[config.mk]
export PLATFORM = sky130hd
export DESIGN_NAME = mario_motion
export DESIGN_NICKNAME = d
export VERILOG_FILES = /design/src/rtl/mario_motion.sv
export SDC_FILE = /design/constraint.sdc
export NUM_CORES = 1
export LEC_CHECK = 0
export CAP_MARGIN = 30
export CORE_MARGIN = 4
export CORE_UTILIZATION = 50
export DETAILED_ROUTE_END_ITERATION = 6
export PLACE_DENSITY = 0.84
export SYNTH_ARGS = -nofsm -noshare
export SYNTH_HDL_FRONTEND = slang
export SYNTH_SLANG_ARGS = --single-unit
export TNS_END_PERCENT = 50
[constraint.sdc]
create_clock -name Clk -period 6.97 [get_ports Clk]
set_input_delay 1.394 -clock Clk [delete_from_list [all_inputs] [get_ports Clk]]
set_output_delay 1.394 -clock Clk [all_outputs]
set_load 0.01 [all_outputs]
[src/rtl/mario_motion.sv]
// rtl/mario_motion.sv - Per-frame walk/jump/fall position controller for the Mario sprite.
// Define MARIO_XWRAP_EN to wrap horizontal motion at the screen edges instead of clamping.
module mario_motion #(
    parameter int X_INIT    = 100,
    parameter int GROUND_Y  = 384,
    parameter int SIZE      = 16,
    parameter int X_STEP    = 2,
    parameter int JUMP_V    = 10,
    parameter int GRAVITY   = 1,
    parameter int VMAX_FALL = 8
) (
    input  logic       Clk,
    input  logic       Reset_n,
    input  logic       frame_clk,
    input  logic [7:0] keycode0,
    input  logic [7:0] keycode1,
    output logic [9:0] MarioX,
    output logic [9:0] MarioY,
    output logic [9:0] Mario_size,
    output logic       facing_left,
    output logic       airborne,
    output logic       tick_o
);
    typedef enum logic [1:0] {S_GROUND, S_RISE, S_FALL} state_t;

    localparam logic signed [10:0] L_XMAX   = 11'(640 - SIZE);
    localparam logic signed [10:0] L_XSTEP  = 11'(X_STEP);
    localparam logic signed [10:0] L_GROUND = 11'(GROUND_Y);
    localparam logic signed [7:0]  L_GRAV   = 8'(GRAVITY);
    localparam logic signed [7:0]  L_VMAX   = 8'(VMAX_FALL);

    logic              r_sync1, r_sync2, r_prev, r_tick;
    state_t            r_state, w_state_next;
    logic [9:0]        r_x, r_y, w_x_next, w_y_next;
    logic signed [7:0] r_vy, w_vy_next, w_vy_inc;
    logic              r_face, r_armed, w_face_next, w_armed_next;
    logic              w_tick, w_left, w_right, w_jump;
    logic signed [10:0] w_x_step, w_y_sum;

    assign w_tick  = r_sync2 & ~r_prev;
    assign w_left  = (keycode0 == 8'h04) || (keycode1 == 8'h04);
    assign w_right = (keycode0 == 8'h07) || (keycode1 == 8'h07);
    assign w_jump  = (keycode0 == 8'h1A) || (keycode1 == 8'h1A);

    // Horizontal: signed 11-bit so stepping left of 0 is seen as negative.
    always_comb begin
        w_x_step    = $signed({1'b0, r_x});
        w_face_next = r_face;
        if (w_left && !w_right) begin
            w_x_step    = $signed({1'b0, r_x}) - L_XSTEP;
            w_face_next = 1'b1;
        end else if (w_right && !w_left) begin
            w_x_step    = $signed({1'b0, r_x}) + L_XSTEP;
            w_face_next = 1'b0;
        end
        w_x_next = w_x_step[9:0];
`ifdef MARIO_XWRAP_EN
        if (w_x_step < 0)
            w_x_next = 10'(w_x_step + L_XMAX + 11'sd1);
        else if (w_x_step > L_XMAX)
            w_x_next = 10'(w_x_step - L_XMAX - 11'sd1);
`else
        if (w_x_step < 0)
            w_x_next = 10'd0;
        else if (w_x_step > L_XMAX)
            w_x_next = L_XMAX[9:0];
`endif
    end

    assign w_y_sum  = $signed({1'b0, r_y}) + $signed({{3{r_vy[7]}}, r_vy});
    assign w_vy_inc = r_vy + L_GRAV;

    always_comb begin
        w_state_next = r_state;
        w_y_next     = r_y;
        w_vy_next    = r_vy;
        w_armed_next = r_armed | ~w_jump;
        case (r_state)
            S_GROUND: begin
                if (w_jump && r_armed) begin
                    w_y_next     = 10'(GROUND_Y - JUMP_V);
                    w_vy_next    = 8'(GRAVITY - JUMP_V);
                    w_armed_next = 1'b0;
                    w_state_next = S_RISE;
                end else begin
                    w_y_next = L_GROUND[9:0];
                end
            end
            S_RISE: begin
                if (w_y_sum < 0) begin
                    w_y_next     = 10'd0;
                    w_vy_next    = 8'sd0;
                    w_state_next = S_FALL;
                end else begin
                    w_y_next  = w_y_sum[9:0];
                    w_vy_next = w_vy_inc;
                    if (!w_vy_inc[7])
                        w_state_next = S_FALL;
                end
            end
            S_FALL: begin
                if (w_y_sum >= L_GROUND) begin
                    w_y_next     = L_GROUND[9:0];
                    w_vy_next    = 8'sd0;
                    w_state_next = S_GROUND;
                end else begin
                    w_y_next  = w_y_sum[9:0];
                    w_vy_next = (w_vy_inc > L_VMAX) ? L_VMAX : w_vy_inc;
                end
            end
            default: w_state_next = S_GROUND;
        endcase
    end

    always_ff @(posedge Clk or negedge Reset_n) begin
        if (!Reset_n) begin
            r_sync1 <= 1'b0;
            r_sync2 <= 1'b0;
            r_prev  <= 1'b0;
            r_tick  <= 1'b0;
            r_state <= S_GROUND;
            r_x     <= 10'(X_INIT);
            r_y     <= 10'(GROUND_Y);
            r_vy    <= 8'sd0;
            r_face  <= 1'b0;
            r_armed <= 1'b1;
        end else begin
            r_sync1 <= frame_clk;
            r_sync2 <= r_sync1;
            r_prev  <= r_sync2;
            r_tick  <= w_tick;
            if (w_tick) begin
                r_state <= w_state_next;
                r_x     <= w_x_next;
                r_y     <= w_y_next;
                r_vy    <= w_vy_next;
                r_face  <= w_face_next;
                r_armed <= w_armed_next;
            end
        end
    end

    assign MarioX      = r_x;
    assign MarioY      = r_y;
    assign Mario_size  = 10'(SIZE);
    assign facing_left = r_face;
    assign airborne    = (r_state != S_GROUND);
    assign tick_o      = r_tick;
endmodule

Word level (Yosys, flattened, before mapping)
Index checks and enable logic that the tools add are counted.

operators by class
  muxes and demuxes = 22
  add/subtract/negate cells = 4
  equal/unequal tests = 11
  $lt $le $gt $ge = 5
  bitwise logic cells = 4
  reduce and logical (&&, ||, !) cells = 16

operators with widths
  kind                                                                             number
  10-bit 2-to-1 mux                                                                4
  8-bit 2-to-1 mux                                                                 5
  8-bit by 3-bit == test with 1-bit output, second input constant                  4
  10-bit one-hot mux with 3 select lines                                           1
  8-bit one-hot mux with 3 select lines                                            1
  11-bit by 1-bit < comparator with 1-bit output, second input constant            2
  11-bit 2-to-1 mux                                                                2
  8-bit by 5-bit == test with 1-bit output, second input constant                  2
  10-bit by 2-bit adder with 11-bit output, second input constant                  1
  11-bit by 8-bit adder with 11-bit output                                         1
  11-bit by 10-bit >= comparator with 1-bit output, second input constant          1
  11-bit greater-than comparator, second input constant                            1
  10-bit by 2-bit subtractor with 11-bit output, second input constant             1
  8-bit by 2-bit adder with 8-bit output, second input constant                    1
  8-bit by 5-bit greater-than comparator with 1-bit output, second input constant  1
  2-bit 2-to-1 mux                                                                 4
  2-bit one-hot mux with 3 select lines                                            1
  1-bit 2-to-1 mux                                                                 4
  2-bit != test, second input constant                                             2
  2-bit AND reduction                                                              2
  4-bit AND reduction                                                              1
  2-bit nonzero test                                                               2
  1-bit logical AND                                                                3
  1-bit logical OR                                                                 3
  10 further kinds                                                                 12

storage, ports and cells
  output and inout bits = 33
  input bits = 19
  flip-flop bits (word level) = 36

Depth between registers and ports, before layout
  depth after elaboration = 9
  mapped depth = 14
  depth with buffers taken out = 14

Worst setup path after synthesis
Ideal clock, no wire load.

  kind = in2reg
  start point = input port keycode1[7]
  end point = register r_x[2] (netlist: MarioX[2])
  data arrival time = 4.050 ns
  slack = 2.835 ns
  stages = 14
  data required time = 6.885 ns
  buffers on the path = 1
  path through = nor3_1 -> nand3_1 -> or3_1 -> o31ai_1 -> ha_1 -> buf_2 -> or3b_1 -> or4_1 -> o21ai_0 -> xor2_1 -> nand4_1 -> nand3b_4 -> or3_1 -> o221ai_1

on the way
  longest elaborated chain between the ends = 9
  elaborated cells between the ends (all ways) = 14
  those cells by class = 2 x order compare; 2 x eq/ne; 4 x mux; 6 x reduce/logical

RTL lines
  what                                      line  source
  start: declaration                        16    input logic [7:0] keycode1,
  8-bit by 3-bit == test with 1-bit output  41    assign w_left = (keycode0 == 8'h04) || (keycode1 == 8'h04);
  1-bit logical OR                          41
  1-bit logical NOT                         52    end else if (w_right && !w_left) begin
  1-bit logical AND                         52
  11-bit 2-to-1 mux                         52
  11-bit 2-to-1 mux (*)                     49    if (w_left && !w_right) begin
  11-bit greater-than comparator            65    else if (w_x_step > L_XMAX)
  10-bit 2-to-1 mux                         65
  10-bit 2-to-1 mux (*)                     63    if (w_x_step < 0)
  end signal: assignment                    122   r_x <= 10'(X_INIT);
  end signal: assignment                    134   r_x <= w_x_next;
  end: declaration                          34    logic [9:0] r_x, r_y, w_x_next, w_y_next;

Every way passes the cells marked *; elsewhere a longest branch is shown, timed or not.
A chain may end at the register's enable or synchronous reset.

Final worst setup path
Same ends and word-level chain as after synthesis.

==> results.cfg <==
[sta]
period_share_pct = 64.4
finalSetupViolCount = 0
max_freq_ghz = 0.223
fin_skew_ns = 0.00639
rsz0062_at_grt = false
fin_crit_ns = 4.49
tns_ns = 0
finalWorstSetupSlack_ns = 2.48
slew_headroom_pct = 31.1
drv_slew = 0
worstMarginPinSlew_ns = 1.03
hold_viol_final = 0

[logic_synthesis]
synth_edf_count = 0
synth_top_area_share_pct = 24.9
synth_compound_area_share_pct = 21.8
yosysSeqAreaShare_pct = 30.4
synth-warning-count = 0
synth_common_cells = nand2_1 (31), dfrtp_1 (29), nor2_1 (28), a21oi_1 (20), ha_1 (20)
synth_fa_ha_area_share_pct = 9.29
synth_largest_area_cell = dfrtp_1
yosysMostFrequentCell = nand2_1
yosysUniqueCellTypes = 73
syn_inst = 337
syn_avg_cell_area_sq_um = 8.64
synth_xor_xnor_area_share_pct = 4.21
yosys-top-cells-area = dfrtp_1 (25%), ha_1 (8.6%), dfstp_2 (5.4%)
synthFlopType = dfrtp_1
yosys.area_share.simple_pct = 24.5
ys_ff_latch = 35
ys_async_sr_fraction_pct = 100
synth_top_family_by_area = simple AND/OR/NAND/NOR gates
synth_area_sq_um = 2910
yosys-mux-area-fraction_pct = 2.79

[clock_network]
clock_path_buffers = 2
cts.htree.levels = 2
numCtsBuffers = 5
postCtsHoldBufs = 0
postCtsResizedCells = 0
clk_latency_ns = 0.29
cts_sinks = 35
clk_pin_slew_worst_paths_ns = 0.07
cts_tree = done
cts_root_buffer = clkbuf_8
cts_setup_buffers = 0

[layout]
layout.nets = 411
stdcell_count = 444
drive_gt1_share_pct = 9.95
area_growth_pct = 17.5
fillerInstances = 475
num_antenna_cells = 0

[critical_path]
crit_arrival_ns = 4.70
r2r-end = MarioY[3]
crit_fanout = 10
r2r_slack_ns = 3.30
start_kind = primary input
reg2reg_from = r_vy[0]
slowest_stage = or3b_1
worst-setup-path-type = in -> reg
worstPathRequired_ns = 7.18
slowest_delay_ns = 0.44
crit_family = simple AND/OR/NAND/NOR gates
critical_path.most_common_cell = or3_1
endpoint_kind = flop
worst-path-buf-inv = 1
r2r_cells = 10
crit_path_cell_trace = clkdlybuf4s50_1, nor3_1, nand3_1, or3_1, o31ai_1, ha_1, or3b_1, or4_1, o21ai_0, xor2_1, nand4_1, nand3b_4, or3_1, o221ai_1

[power_and_ir_drop]
power_uw = 1500
irDropWorstVdd_mv = 0.215
p_per_area_nw_per_um2 = 438
leakage_uw = 0.00144

[placed_design]
gp_congestion = 0.894
portBuffers = 40
post-dp-hpwl_mm = 4.89
place_inst = 436
dp_slack_ns = 2.17

[drt]
vias = 2572
postRouteAntennaNets = 0
wl_mm = 6.51
via_per_inst = 5.79
dr.pass1.iters = 5
wl_per_cell_um = 14.7
drtIter0Drc = 191
drc = 0

[floorplan]
coreArea_sq_um = 5570
ios = 52
initial_core_util_pct = 52.2
die_area_sq_um = 7100
dieHeight_um = 84.3
die_w_um = 84.3
rows = 27

[global_routing]
grt_max_degree = 36
grt_pass1_vias = 2447
grt_overflow_total = 0
track_usage_pct = 18.2
antenna_found_initial = 0
grt_pass1_wl_mm = 11.0

[worst_hold_path]
whs_path_depth = 0
min_to = r_sync2
worst_hold_startpoint = r_sync1
hold_path_class = reg -> reg

[run]
drv_cap = 0

[run_status]
status = completed
[cell usage in the layout, fill, tap and decap left out, drive strengths merged, types with 2 or more instances in the layout]
cell type      netlist  routed
clkdlybuf4s50        0      40
nand2               31      31
nand4b               2       2
nor2b                5       5
o211ai               5       5
inv                 16      16
xor2                 7       7
nand3b               4       4
dfstp                6       6
or4                  3       3
dfrtp               29      29
nand3               14      14
nand2b               6       6
o22ai                5       5
and2                 4       4
clkbuf               7       6
a21oi               22      22
nor2                29      29
a211oi               2       2
xnor2                7       7
mux2i                4       4
a31oi                9       9
nand4                5       5
o21ai               19      19
or3                  6       6
a21o                 5       5
mux2                 3       3
o31ai                6       6
nor3                 8       8
conb                 2      11
nor3b                5       5
ha                  20      20
[area by class of cell]
class	count	area (sq um)	area share (%)
clock buffers	6	82.6	2.41
clock inverters	2	35.0	1.02
inverters	16	60.1	1.76
multi-input cells	272	1860	54.4
flip-flops and latches	35	883	25.8
well taps	72	90.1	2.63
repair buffers	41	408	11.9
[routing by layer]
metal	global-route usage [%]	share of wire (%)	wire (um)	up-vias
met4	5.70	1.5	95	0
li1	-	-	-	1270
met1	24.1	47	3060	1212
met2	30.6	46	3030	83
met5	0	0	0	-
met3	2.75	5.0	327	7
[flip-flops by register name, summed over array words and instances (netlist names)]
name	flops
MarioX	9
MarioY	10
facing_left	1
r_armed	1
r_prev	1
r_state	2
r_sync1	1
r_sync2	1
r_vy	8
tick_o	1
[through the flow]
| step | cell area, sq um | util [%] | hold WS [ns] |
|---|---|---|---|
| after CTS | 3420 | 61.4 | 0.362 |
| final | 3420 | 61.4 | 0.359 |
| after floorplan | 2940 | - | 0.331 |
| after global placement | 3300 | 59.3 | 0.335 |
| after global routing | 3420 | 61.4 | 0.370 |
| after detailed placement | 3300 | 59.3 | 0.345 |
[how the worst max path moves through the flow]
stage               cells after the start   endpoint  slack, ns        start
finish                                 14  MarioX[2]       2.48  keycode1[7]
global route                           14  MarioX[2]       2.26  keycode1[7]
CTS                                    14  MarioX[2]       2.47  keycode1[7]
detailed placement                     14  MarioX[2]       2.17  keycode1[7]
global placement                       14  MarioX[2]       2.29  keycode1[7]
floorplan                              14  MarioX[2]       2.84  keycode1[7]
[logic make-up after synthesis]
logic type / Yosys count
adder cells (fa/ha/maj): 21
flip-flops: 35
AND/OR/NAND/NOR: 130
other: 2
AO/OA/AOI/OAI: 89
XOR/XNOR: 14
multiplexers: 7
buffers and inverters: 39
[power breakdown]
| part | total, uW | internal [uW] | switching (uW) |
|---|---|---|---|
| clock network | 189 | 116 | 73.7 |
| logic | 937 | 420 | 518 |
| registers | 370 | 278 | 91.9 |
| total | 1500 | 814 | 683 |
(Power assumes the default switching activity.)
==> edit 1: new RTL, config.mk and constraints unchanged <==
Put a register stage on the output `airborne`, cleared by the reset. The value now appears one clock later. The other outputs are not delayed to match.
--- a/src/rtl/mario_motion.sv
+++ b/src/rtl/mario_motion.sv
@@ -146,3 +146,9 @@
     assign facing_left = r_face;
-    assign airborne    = (r_state != S_GROUND);
+    always_ff @(posedge Clk or negedge Reset_n) begin
+        if (!Reset_n) begin
+            airborne <= '0;
+        end else begin
+            airborne <= (r_state != S_GROUND);
+        end
+    end
     assign tick_o      = r_tick;
Formal check against the unedited RTL: not equivalent (Yosys sat finds a counterexample within 4 cycles, from zero or initial values and one cycle with Reset_n low).
==> edit 1 against the unedited design <==
Clock power is 2% higher. Critical path depth fell by 1. Synthesized cell count up 13%. Register-to-register slack better by 0.47 ns. First-iteration DRC count is 62% higher. Maximum frequency decreased by 1.3%. Total power fell by 13%. Synthesized area rose by 12%. Cell area increased by 9.7%. Clock skew up 0.0028 ns. Sequential cell count increased by 1. Worst setup slack lost 0.058 ns. Count of clock-buffer cells in the layout shrank 1. Wire length rose by 17%.
==> edit 1: results (changes against the unedited design) <==
WORST_R2R_ENDPOINT='r_vy[0]'
CLOCK-ROOT-BUFFER='sky130_fd_sc_hd__clkbuf_8'
GRT_PASS1_WL_MM=12.9  # +17%
NNETSFINAL=449  # +9.2%
INITIAL_ANTENNA_VIOLATION_COUNT=0  # unchanged
R2R_SLACK_NS=3.77  # +0.47 ns
LARGEST_REG_FLOPS=10  # unchanged
POST_SYNTH_MOST_FREQUENT_CELLS='sky130_fd_sc_hd__nand2_1, sky130_fd_sc_hd__dfrtp_1, sky130_fd_sc_hd__nor2_1, sky130_fd_sc_hd__a21oi_1, sky130_fd_sc_hd__inv_1'
TIMING.SLEW.HEADROOM_PCT=46.8  # +16 points
IR_DROP_mV=0.246  # +14%
GP_ROUTABILITY_CONGESTION=0.892  # -0.24%
CLOCK-SKEW-FINAL_NS=0.00922  # +0.00283 ns
DR.FIRST_ITER.DRC_COUNT=310  # +62%
SYNTH.YOSYS.SEQ_AREA_SHARE_PCT=27.8  # -2.6 points
WHS_NS=0.356  # -0.00259 ns
SETUP_CRIT_END='MarioX[1]'
DP.FINAL_HPWL_MM=5.81  # +19%
DRT-VIAS-PER-INSTANCE=6.14  # +6.1%
POST_SYNTH_NUM_CELL_TYPES=79  # +8.2%
TIMING.CRITICAL_PATH.ARRIVAL_NS=4.72  # +0.02 ns
PRE_CTS_SLACK_NS=2.15  # -0.0227 ns
AREA_AFTER_DPL_MM2=0.00364  # +10%
POST_DRT_WL_PER_CELL_UM=15.7  # +6.9%
NUMBER_OF_GLOBAL_ROUTE_VIAS_BEFORE_REPAIR=2777  # +13%
GRT_USE_TOTAL_PCT=20.5  # +2.2 points
LARGEST_NET_DEGREE_AT_THE_START_OF_GLOBAL_ROUTING=37  # +2.8%
TOP_FANOUT_VALUE_ON_THE_CRITICAL_PATH=13  # +3
RESULT_OF_THE_RUN='completed'
FILL_CELLS=557  # +17%
VIA_COUNT=2992  # +16%
DP_CELLS=479  # +9.9%
FINAL_CRITICAL_PATH_SETUP_SLACK_NS=2.42  # -0.0580 ns
NETLIST_TOP_CELLS_AREA='sky130_fd_sc_hd__dfrtp_1, sky130_fd_sc_hd__ha_1, sky130_fd_sc_hd__dfstp_2, sky130_fd_sc_hd__nand2_1, sky130_fd_sc_hd__a21oi_1'
SYNTH_CELLS=381  # +13%
P_LEAK_uW=0.00155  # +7.4%
edit 1: worst max-delay path, stage by stage:
cell                              delay, ns
sky130_fd_sc_hd__clkdlybuf4s50_1       0.40
sky130_fd_sc_hd__nor3_1                0.22
sky130_fd_sc_hd__nand3_1               0.13
sky130_fd_sc_hd__or3_1                 0.32
sky130_fd_sc_hd__o31ai_1               0.10
sky130_fd_sc_hd__ha_1                  0.42
sky130_fd_sc_hd__or3b_1                0.43
sky130_fd_sc_hd__or4_4                 0.47
sky130_fd_sc_hd__or3_1                 0.34
sky130_fd_sc_hd__o21ai_2               0.11
sky130_fd_sc_hd__or2_2                 0.17
sky130_fd_sc_hd__nand2b_2              0.15
sky130_fd_sc_hd__o22ai_2               0.06
edit 1: area by class of cell:
class                   instances  area, um^2  area share [%]
clock inverters                 3        46.3            1.23
flip-flops and latches         36         908            24.2
clock buffers                   5        68.8            1.83
multi-input cells             303        2150            57.3
well taps                      77        96.3            2.57
inverters                      23        86.3            2.30
repair buffers                 40         395            10.5
edit 1: routing by layer:
layer  vias up  global-route usage, %  wire [um]
met4         0                   6.73         98
met3        10                   3.82        495
met5         -                      0          0
met2       121                   32.6       3510
met1      1412                   28.0       3530
li1       1449                      -          -
edit 1: cell families (layout without fill, tap and decap cells):
kind of cell             Yosys count  count (layout)  synth area share, %
AND/OR/NAND/NOR                  128             128                 20.5
AO/OA/AOI/OAI                    122             122                 29.1
buffers and inverters             51              71                 7.50
flip-flops                        36              36                 27.8
adder cells (fa/ha/maj)           21              21                 8.27
XOR/XNOR                          14              14                 4.32
multiplexers                       7               7                 2.26
other                              2              11                0.230
edit 1: power by group:
part           switching, uW  total, uW  internal, uW
clock network           84.8        193           108
logic                    414        735           321
registers               99.6        373           273
total                    599       1300           702
==> edit 2: new RTL, same flow settings <==
Made on the original files. The option `MARIO_XWRAP_EN` is turned on by a define.
--- a/src/rtl/mario_motion.sv
+++ b/src/rtl/mario_motion.sv
@@ -2,2 +2,4 @@
 // Define MARIO_XWRAP_EN to wrap horizontal motion at the screen edges instead of clamping.
+`define MARIO_XWRAP_EN
+
 module mario_motion #(
Behaviour: same outputs for any inputs over 10 cycles, from zero or initial values and one cycle with Reset_n low; that may be too few to reach the edited logic, so the function may still have changed.
==> edit 2 against the unedited design <==
Worst setup slack worse by 0.56 ns. Critical endpoint is now MarioX[3]. Hold slack worse by 0.0073 ns. Synthesized area is 25% higher. Maximum frequency is 11% lower. Largest power group unchanged. Wire length is 49% higher. Cell area is 21% higher. Highest routed layer unchanged. Sequential cell count is 1 higher. Total power is 19% higher. Via count is 38% higher.
==> edit 2: results (changes against the unedited design) <==
NNETSFINAL=512  # +25%
POSTSYNTH.ASYNCRESETSHARE_PCT=100  # unchanged
POST_SYNTH_NUM_CELL_TYPES=78  # +6.8%
DETAIL_ROUTE.WIRELENGTH_MM=9.69  # +49%
SYNTH_WARNINGS=0  # unchanged
INTERNAL-POWER_uW=876  # +7.6%
GP_ROUTABILITY_CONGESTION=0.983  # +9.9%
TIMING.SLEW.HEADROOM_PCT=33.5  # +2.5 points
COUNT_OF_BUFFERS_INSERTED_AT_THE_TOP_LEVEL_PORTS=41  # +2.5%
P_LEAK_uW=0.00161  # +12%
FF2FF_PATH_DEPTH=8  # -2
HOLD_CLASS='register to register'
SLOWEST_STAGE='sky130_fd_sc_hd__or4b_1'
CLKTRANSATPATHREGS_NS=0.08
DR.FIRST_ITER.DRC_COUNT=297  # +55%
CLOCK-SKEW-FINAL_NS=0.00583  # -0.000558 ns
R2R_SLACK_NS=3.67  # +0.37 ns
RESULT_OF_THE_RUN='completed'
VIA_COUNT=3558  # +38%
INITIAL_ANTENNA_VIOLATION_COUNT=0  # unchanged
TIMING.RR.START='r_vy[7]'
GRT_PASS1_WL_MM=16.3  # +49%
CTS_BUFFERS=5  # unchanged
CTS_REPAIR_RESIZES=0  # unchanged
CTSHTREEMAXLEVEL=2  # unchanged
POST_SYNTH_MOST_FREQUENT_CELLS='sky130_fd_sc_hd__nand2_1, sky130_fd_sc_hd__nor2_1, sky130_fd_sc_hd__dfrtp_1, sky130_fd_sc_hd__ha_1, sky130_fd_sc_hd__a21oi_1'
ANTENNADIODECOUNT=0  # unchanged
TOP_FANOUT_VALUE_ON_THE_CRITICAL_PATH=16  # +6
CPPEAKSTAGEDELAY_NS=0.64  # +0.20 ns
DP.FINAL_HPWL_MM=7.32  # +50%
IR_DROP_mV=0.274  # +27%
DRIVE_GT1_SHARE_PCT=8.51  # -1.4 points
CLOCK-ROOT-BUFFER='sky130_fd_sc_hd__clkbuf_8'
POST-CTS-SETUP-BUFFERS=0  # unchanged
GRT_USE_TOTAL_PCT=23.2  # +5.0 points
CRIT_FAMILY='simple AND/OR/NAND/NOR gates'
CLK-INSERTION-DELAY-LATE_NS=0.30
WORST_R2R_ENDPOINT='r_state[1]'
LARGEST_NET_DEGREE_AT_THE_START_OF_GLOBAL_ROUTING=37  # +2.8%
STARTPOINT='keycode1[5]'
SETUP_CRIT_END='MarioX[3]'
NETLIST_TOP_CELLS_AREA='sky130_fd_sc_hd__dfrtp_1, sky130_fd_sc_hd__ha_1, sky130_fd_sc_hd__dfstp_2, sky130_fd_sc_hd__nand2_1, sky130_fd_sc_hd__nor2_1'
TIMING.CRITICAL_PATH.ARRIVAL_NS=5.23  # +0.53 ns
CTS_MAX_PATH_BUFFERS=2  # unchanged
SYNTHFLOPTYPE='sky130_fd_sc_hd__dfrtp_1'
FIRST_PASS_ITERS=5  # unchanged
SYNTH.YOSYS.SEQ_AREA_SHARE_PCT=25.0  # -5.3 points
NUMBER_OF_GLOBAL_ROUTE_VIAS_BEFORE_REPAIR=3324  # +36%
==> edit 2: cell type report <==
cell class                      instances  area (um^2)
Multi-Input combinational cell        362         2520
Inverter                               21         78.8
Fill cell                             645         2780
Sequential cell                        36          908
Tap cell                               96          120
Clock buffer                            7         76.3
Clock inverter                          1         8.76
Timing Repair Buffer                   43          420
==> edit 2: power groups by stage <==
| stage | combinational (uW) | clock, uW | sequential [uW] |
|---|---|---|---|
| after floorplan | 901 | 0 | 389 |
| after global placement | 1140 | 0 | 430 |
| after detailed placement | 1170 | 0 | 435 |
| after CTS | 1180 | 157 | 431 |
| after global routing | 1310 | 169 | 452 |
| final | 1190 | 152 | 437 |
==> edit 2: how the worst min path moves through the flow <==
stage	start	end	slack (ns)	cells after the start
2_1_floorplan	r_sync1	r_sync2	0.33	0
3_3_place_gp	r_sync1	r_sync2	0.33	0
3_5_place_dp	r_sync1	r_sync2	0.34	0
4_1_cts	r_sync1	r_sync2	0.35	0
5_1_grt	r_sync1	r_sync2	0.37	0
6_report	r_sync1	r_sync2	0.35	0
==> edit 2: cells by family (layout without fill, tap and decap cells) <==
group | Yosys count | count (layout) | synth area share (%)
fa+ha+maj | 24 | 24 | 8.48
mux | 10 | 10 | 2.93
flops | 36 | 36 | 25.0
other cells | 2 | 10 | 0.207
simple gates | 176 | 176 | 26.2
xor+xnor | 16 | 16 | 3.86
compound gates | 126 | 126 | 26.8
buf+inv | 51 | 72 | 6.51
==> edit 2: per-layer routing <==
metal / GRT usage [%] / share of wire (%) / routed length [um]
met1: 33.7 / 46 / 4500
met2: 34.9 / 43 / 4220
met4: 6.59 / 1.3 / 129
met3: 4.83 / 8.7 / 843
met5: 0 / 0 / 0
==> edit 2: stage by stage <==
stage	cells	area, um^2	worst slack (ns)	utilization [%]
after global placement	558	4040	1.83	58.6
after CTS	566	4130	1.98	59.8
final	566	4130	1.92	59.8
after global routing	566	4130	1.74	59.8
after detailed placement	558	4040	1.71	58.6
after floorplan	449	3660	2.54	-
